--- src/rtl/csr_file.sv ---
// csr_file: machine-mode CSR storage with CSRRW/RS/RC read-modify-write and mcycle/minstret counters
module csr_file #(
    parameter int N = 64,
    parameter logic [N-1:0] HARTID = '0
) (
    input  logic         clk,
    input  logic         reset,
    input  logic         valid,
    input  logic [1:0]   op,
    input  logic [11:0]  addr,
    input  logic [N-1:0] src,
    input  logic         rs1_zero,
    input  logic         retire,
    output logic [N-1:0] rdata,
    output logic         illegal,
    output logic         mie
);
    logic         st_mie, st_mpie;
    logic [N-1:0] mscratch, mepc, mcycle, minstret;
    logic [N-1:0] mstatus, misa, wdata;
    logic         impl, intent, wr;

    always_comb begin
        mstatus = '0;
        mstatus[12:11] = 2'b11;
        mstatus[7] = st_mpie;
        mstatus[3] = st_mie;
        misa = '0;
        misa[N-1] = 1'b1;
        misa[8] = 1'b1;
    end

    always_comb begin
        rdata = '0;
        impl = 1'b1;
        case (addr)
            12'h300: rdata = mstatus;
            12'h301: rdata = misa;
            12'h340: rdata = mscratch;
            12'h341: rdata = mepc;
            12'hB00, 12'hC00: rdata = mcycle;
            12'hB02, 12'hC02: rdata = minstret;
            12'hF11, 12'hF12, 12'hF13: rdata = '0;
            12'hF14: rdata = HARTID;
            default: impl = 1'b0;
        endcase
    end

    // RS/RC with a zero source is a pure read, so it is legal even on read-only CSRs
    assign intent  = valid && op != 2'b00 && (op == 2'b01 || !rs1_zero);
    assign illegal = valid && op != 2'b00 && (!impl || (intent && addr[11:10] == 2'b11));
    assign wr      = intent && !illegal;
    assign wdata   = op == 2'b01 ? src : op == 2'b10 ? (rdata | src) : (rdata & ~src);
    assign mie     = st_mie;

    always_ff @(posedge clk or posedge reset) begin
        if (reset) begin
            st_mie   <= 1'b0;
            st_mpie  <= 1'b0;
            mscratch <= '0;
            mepc     <= '0;
            mcycle   <= '0;
            minstret <= '0;
        end else begin
            if (wr && addr == 12'h300) begin
                st_mie  <= wdata[3];
                st_mpie <= wdata[7];
            end
            if (wr && addr == 12'h340) mscratch <= wdata;
            if (wr && addr == 12'h341) mepc <= {wdata[N-1:2], 2'b00};
            mcycle   <= (wr && addr == 12'hB00) ? wdata : mcycle + N'(1);
            minstret <= (wr && addr == 12'hB02) ? wdata : minstret + N'(retire);
        end
    end
endmodule

--- config.mk ---
export PLATFORM = sky130hd
export DESIGN_NAME = csr_file
export DESIGN_NICKNAME = d
export VERILOG_FILES = /design/src/rtl/csr_file.sv
export SDC_FILE = /design/constraint.sdc
export NUM_CORES = 1
export LEC_CHECK = 0
export CAP_MARGIN = 15
export CELL_PAD_IN_SITES_DETAIL_PLACEMENT = 0
export CELL_PAD_IN_SITES_GLOBAL_PLACEMENT = 2
export CORE_MARGIN = 3
export CORE_UTILIZATION = 30
export CTS_BUF_LIST = sky130_fd_sc_hd__clkbuf_4 sky130_fd_sc_hd__clkbuf_8
export CTS_CLUSTER_SIZE = 40
export DETAILED_ROUTE_END_ITERATION = 6
export PLACE_DENSITY_LB_ADDON = 0.1
export SLEW_MARGIN = 30
export SYNTH_ARGS = -nofsm -noshare
export SYNTH_HDL_FRONTEND = slang
export SYNTH_SLANG_ARGS = --single-unit
--- constraint.sdc ---
create_clock -name clk -period 9.4 [get_ports clk]
set_input_delay 1.41 -clock clk [delete_from_list [all_inputs] [get_ports clk]]
set_output_delay 1.41 -clock clk [all_outputs]
set_load 0.01 [all_outputs]
# --- After elaboration in Yosys (flattened, before gate mapping) ---
# Cells that the tools add are included.
op_classes:
  add_sub_neg: 2
  n_mul: 0
  div: 0
  order_cmp: 0
  eq_ne: 15
  n_shift: 0
  muxes: 6
  bitwise: 3
  reduce_logical: 19
op_table:
  columns: ["cell", "count"]
  rows:
  - ["$pmux 64 s6", 1]
  - ["$mux 64", 4]
  - ["$eq 12x12->1 const B", 8]
  - ["$add 64x1->64", 1]
  - ["$add 64x1->64 const B", 1]
  - ["$and 64x64->64", 1]
  - ["$not 64->64", 1]
  - ["$or 64x64->64", 1]
  - ["$eq 12x10->1 const B", 4]
  - ["$reduce_or 12->1", 1]
  - ["$logic_and 1x1->1", 10]
  - ["$eq 2x2->1 const B", 2]
  - ["$reduce_or 2->1", 2]
  - ["$logic_not 1->1", 3]
  - ["$eq 2x1->1 const B", 1]
  - ["$logic_or 1x1->1", 2]
  - ["$reduce_bool 2->1", 1]
  - ["$mux 1", 1]
word_totals:
  reg_bits: 256
  latchBits: 0
  ram_bits: 0
  mem_bits_ro: 0
  input_bits: 83
  out_inout_bits: 66
  word_cells: 51
  mem_count: 0

# --- Logic depth before layout (Yosys ltp) ---
depth:
  ltp_word: 10
  ltp_mapped: 10
  mapped_depth_nobuf: 8

# --- Worst setup path before layout ---
# No wires, ideal clock.
synth_path:
  path_kind: "input -> output"
  startpoint: "input port addr[6]"
  endpoint: "output port rdata[11]"
  arrival_time_ps: 2879
  required_ps: 7990
  setup_slack_ps: 5111
  stages: 6
  path_buffers: 2
  path_cell_list: "buf_4 nor4b_2 nand2_1 buf_2 nor3_1 or3_1"
synth_between:
  elab_chain_cells: 3
  word_cells_on_any_way: 11
  classes_between: "eq/ne: 8; mux: 1; reduce/logical: 2"
synth_lines:
  columns: ["element", "line", "rtl"]
  rows:
  - ["start, declared", "10", "input logic [11:0] addr,"]
  - ["$eq 12x12->1", "36", "case (addr)"]
  - ["$reduce_or 2->1", null, null]
  - ["$pmux 64 s6 (*)", "36", null]
  - ["end, declared", "14", "output logic [N-1:0] rdata,"]
# Mark *: on every way between the ends. The rest lies on a longest branch, timed or not.

# --- Worst setup path after layout ---
layout_path:
  startpoint: "input port addr[11]"
  endpoint: "output port rdata[8]"
# The elaborated chain is that of the path after synthesis.

==> results.txt <==
----------------------------------------------------
[STA]
  Layout Skew ... around 0.026 ns
  Final setup violation count ... 0
  Setup_tns ... 0 ns
  Shortest clock period the worst path allows after layout ... between 6 and 7 ns
  Unrepaired setup endpoints after global routing ... false
  Slew at the pin with the worst max-slew slack ... ~1 ns
  Portion of the clock cycle consumed by the worst path in the final layout ... about 69%
  Tightest slew margin relative to the limit ... 34.7%
  Maximum clock frequency ... roughly 160 MHz
  Final Max Tran Viols ... 0
  Final Hold Violating Endpoints ... 0

[Synth]
  Most instantiated library cell after synthesis ... sky130_fd_sc_hd__nand2_1
  Ranking of synthesized cells by instance count ... sky130_fd_sc_hd__nand2_1 (259), sky130_fd_sc_hd__dfrtp_1 (256), sky130_fd_sc_hd__o21ai_0 (229), sky130_fd_sc_hd__nand3_1 (157), sky130_fd_sc_hd__xnor2_1 (131)
  Avg Synthesized Cell Area ... 8.55 um2
  Top-area cell type share of the netlist area ... roughly two fifths
  Largest area contributor in the netlist ... sky130_fd_sc_hd__dfrtp_1
  Most used DFF post-synth ... sky130_fd_sc_hd__dfrtp_1
  Portion of the post-synthesis area used by sequential elements ... 40.0%
  Number of instances in the synthesized netlist ... about 1,900
  Area of the mapped netlist ... about 0.016 mm2
  Warning count from the yosys run ... 0
  Dominant cells by area after synthesis ... sky130_fd_sc_hd__dfrtp_1 (40%), sky130_fd_sc_hd__xnor2_1 (7.2%), sky130_fd_sc_hd__o21ai_0 (7.2%), sky130_fd_sc_hd__nand2_1 (6.1%), sky130_fd_sc_hd__nand3_1 (4.9%)
  Number of synthesized register bits ... around 260
  Async set-reset flop share out of synthesis ... between 90% and 100%
  Post-synth net total ... 1,958
  Number of flops mapped to enable cells by yosys ... 0
  Number of different library cells in the post-synthesis netlist ... approximately 70

[Worst setup path]
  Number of buffers and inverters on the critical path ... 3
  Required time at the endpoint of the critical path ... roughly 8 ns
  Kind of capture point of the worst setup path ... primary output
  Arrival @ worst endpoint ... slightly above 5 ns
  Delay of the slowest critical-path stage ... 0.84 ns
  Critical path startpoint ... addr[11]
  CP Class ... input pin to primary output
  Critical path peak fanout ... 28
  CP max stage cell ... sky130_fd_sc_hd__nand4bb_1
  Crit-path most repeated cell ... sky130_fd_sc_hd__clkdlybuf4s50_1
  Critical path's top delay family ... simple AND/OR/NAND/NOR gates
  Start of the worst register-to-register path ... minstret[0]
  Ordered list of cells on the worst path ... clkdlybuf4s50_1 -> nand4bb_1 -> nor2_4 -> buf_4 -> nand2_1 -> o221ai_1 -> clkdlybuf4s50_1
  Element type at the critical path start ... input pin

[Power]
  P per Cell Area ... roughly 140 mW/mm2
  P_leak ... slightly above 7 nW
  VDD IR-drop max ... between 0.07 and 0.08 mV
  Final total power ... about 2.7 mW

[Drt]
  Initial DRC Count ... just over 800
  Met1 layer wirelength in the final routing ... between 20,000 and 30,000 um
  Routed wl met2 ... roughly 27,000 um
  Iteration count of the initial detailed-routing pass ... 5
  Post-route DRC violation count ... 0
  Vias ... around 15,000
  Routed Antenna Nets ... 0
  Via density per instance ... 5.44
  Top routing layer used ... met4
  Total met3 wirelength after detailed routing ... roughly 2300 um
  Drt wl/cell ... ~21 um
  Overall routed net length ... 57,400 um

[Hold path]
  Startpoint of the most critical hold path ... mscratch[63]
  Path type of the worst min-delay path ... register to register

[Die]
  Number of rows created at floorplan ... between 80 and 90
  Initial cell density of the core ... 30.4%
  Horizontal die dimension ... between 200 and 250 um
  Full die area ... between 0.05 and 0.06 mm2
  Vert. Die Dim ... around 240 um
  Core area ... between 0.05 and 0.06 mm2
  Number of I/O pins ... approximately 150

[Global route]
  Global-route wire length before repair ... around 91,000 um
  Total routing usage reported by global routing ... between 20% and 30%
  Largest net degree at the start of global routing ... between 80 and 90
  Global-route congestion overflow total ... 0
  Number of antenna violations at the first check in global routing ... 0
  Via count of the first global-routing pass ... 14,700

[Flow run]
  Count of max-cap constraint violations ... 0

[CTS]
  Clock insertion delay at the later pin of the skew report ... about 0.64 ns
  Post-CTS resize count ... 0
  TritonCTS clock tree ... done
  Number of levels the H-tree was split into ... 2
  Clock tree root buffer cell ... sky130_fd_sc_hd__clkbuf_8
  Number of buffers between clock root and the deepest sink ... 3
  Post CTS Setup Buffer Count ... 0
  Hold Buf Count CTS ... 0
  Number of sinks handled by clock tree synthesis ... ~260
  Clock transition time at the flip-flop clock pins of the worst setup and hold paths ... around 0.06 ns
  CTS Buf Count ... 52

[Outcome]
  Outcome ... completed

[Final layout]
  Layout overhead on the synthesized area ... 19.5%
  Summed area of non-filler cells in the final layout ... 0.0191 mm2
  Fraction of final layout cells with drive strength greater than 1 ... under 10%
  Final core occ ... a little over a third
  Net total in the final layout ... ~2,000
  Final standard cell count with taps included and fillers excluded ... ~2,700

[Placement]
  Number of cells in the design after placement ... approximately 2,600
  Final weighted congestion in routability-driven placement ... about 0.8
  Cell Area, Placed ... approximately 0.018 mm2
  Count of buffers inserted at the top-level ports ... ~150
  Detailed placement HPWL ... around 39,000 um

----------------------------------------------------
final cells by class:
cell class / instances / area [um2]
fill: 5455 / 33500
clock buffer: 86 / 1060
antenna: 1 / 2.50
clock inverter: 5 / 25.0
multi-input combinational: 1454 / 9000
timing repair buffer: 176 / 1720
inverter: 14 / 60.1
tap: 688 / 861
sequential: 256 / 6410
state kept, by name, summed over array words and instances (netlist names):
signal	cells
st_mpie	1
mcycle	64
mscratch	64
minstret	64
mie	1
mepc	62
metal layers:
| metal | vias up | track usage [%] |
|---|---|---|
| met4 | 0 | 6.65 |
| met1 | 7176 | 27.6 |
| met2 | 279 | 33.8 |
| li1 | 7031 | - |
| met3 | 91 | 3.05 |
| met5 | - | 0 |
worst paths after layout:
kind / endpoint / slack (ns) / cells past startpoint
max: rdata[8] / 2.95 / 7
min in group asynchronous: mepc[21] / 1.28 / 2
max in group asynchronous: mcycle[11] / 6.72 / 3
max reg2reg: minstret[58] / 6.30 / 8
min: mscratch[63] / 0.48 / 2
min reg2reg: mscratch[63] / 0.48 / 2
tightest hold or removal path: cells and delay by family, from the launching register on:
family	cells	cell delay, ns
simple gates	1	0.04
compound gates	1	0.06
flops	1	0.34
through the flow:
stage | hold WS, ns | setup slack [ns]
global route | 0.500 | 2.75
floorplan | 0.446 | 0.948
finish | 0.478 | 2.95
detailed placement | 0.470 | 2.91
global placement | 0.460 | 2.93
CTS | 0.482 | 2.90
cells in the final DEF (no fill, tap or decap), types with 22 or more instances in the layout:
cell,netlist,layout
sky130_fd_sc_hd__nor2_1,51,51
sky130_fd_sc_hd__nand2b_1,28,28
sky130_fd_sc_hd__dfrtp_1,256,256
sky130_fd_sc_hd__a22oi_1,63,63
sky130_fd_sc_hd__nor3_1,44,44
sky130_fd_sc_hd__buf_4,3,26
sky130_fd_sc_hd__o221ai_1,63,63
sky130_fd_sc_hd__a21oi_1,77,77
sky130_fd_sc_hd__mux2i_1,41,41
sky130_fd_sc_hd__nand2_1,259,256
sky130_fd_sc_hd__nor3b_1,48,48
sky130_fd_sc_hd__clkbuf_8,0,66
sky130_fd_sc_hd__o21ai_1,23,22
sky130_fd_sc_hd__nand4_1,43,43
sky130_fd_sc_hd__nand3_1,157,157
sky130_fd_sc_hd__o21ai_0,229,229
sky130_fd_sc_hd__xor2_1,34,34
sky130_fd_sc_hd__clkdlybuf4s50_1,0,145
sky130_fd_sc_hd__xnor2_1,131,131
cells by family after synthesis:
kind of cell	after synthesis	synth area share, %
flops	256	40.0
xor+xnor	165	9.03
simple gates	740	24.1
mux	42	2.63
fa+ha+maj	3	0.234
compound gates	504	19.8
buf+inv	162	4.10
power breakdown:
group          internal, mW  switching (mW)
sequential             1.13          0.0427
clock                 0.702           0.521
combinational         0.116           0.174
total                  1.95           0.738
Note: power is estimated with default switching activity, not from simulation.
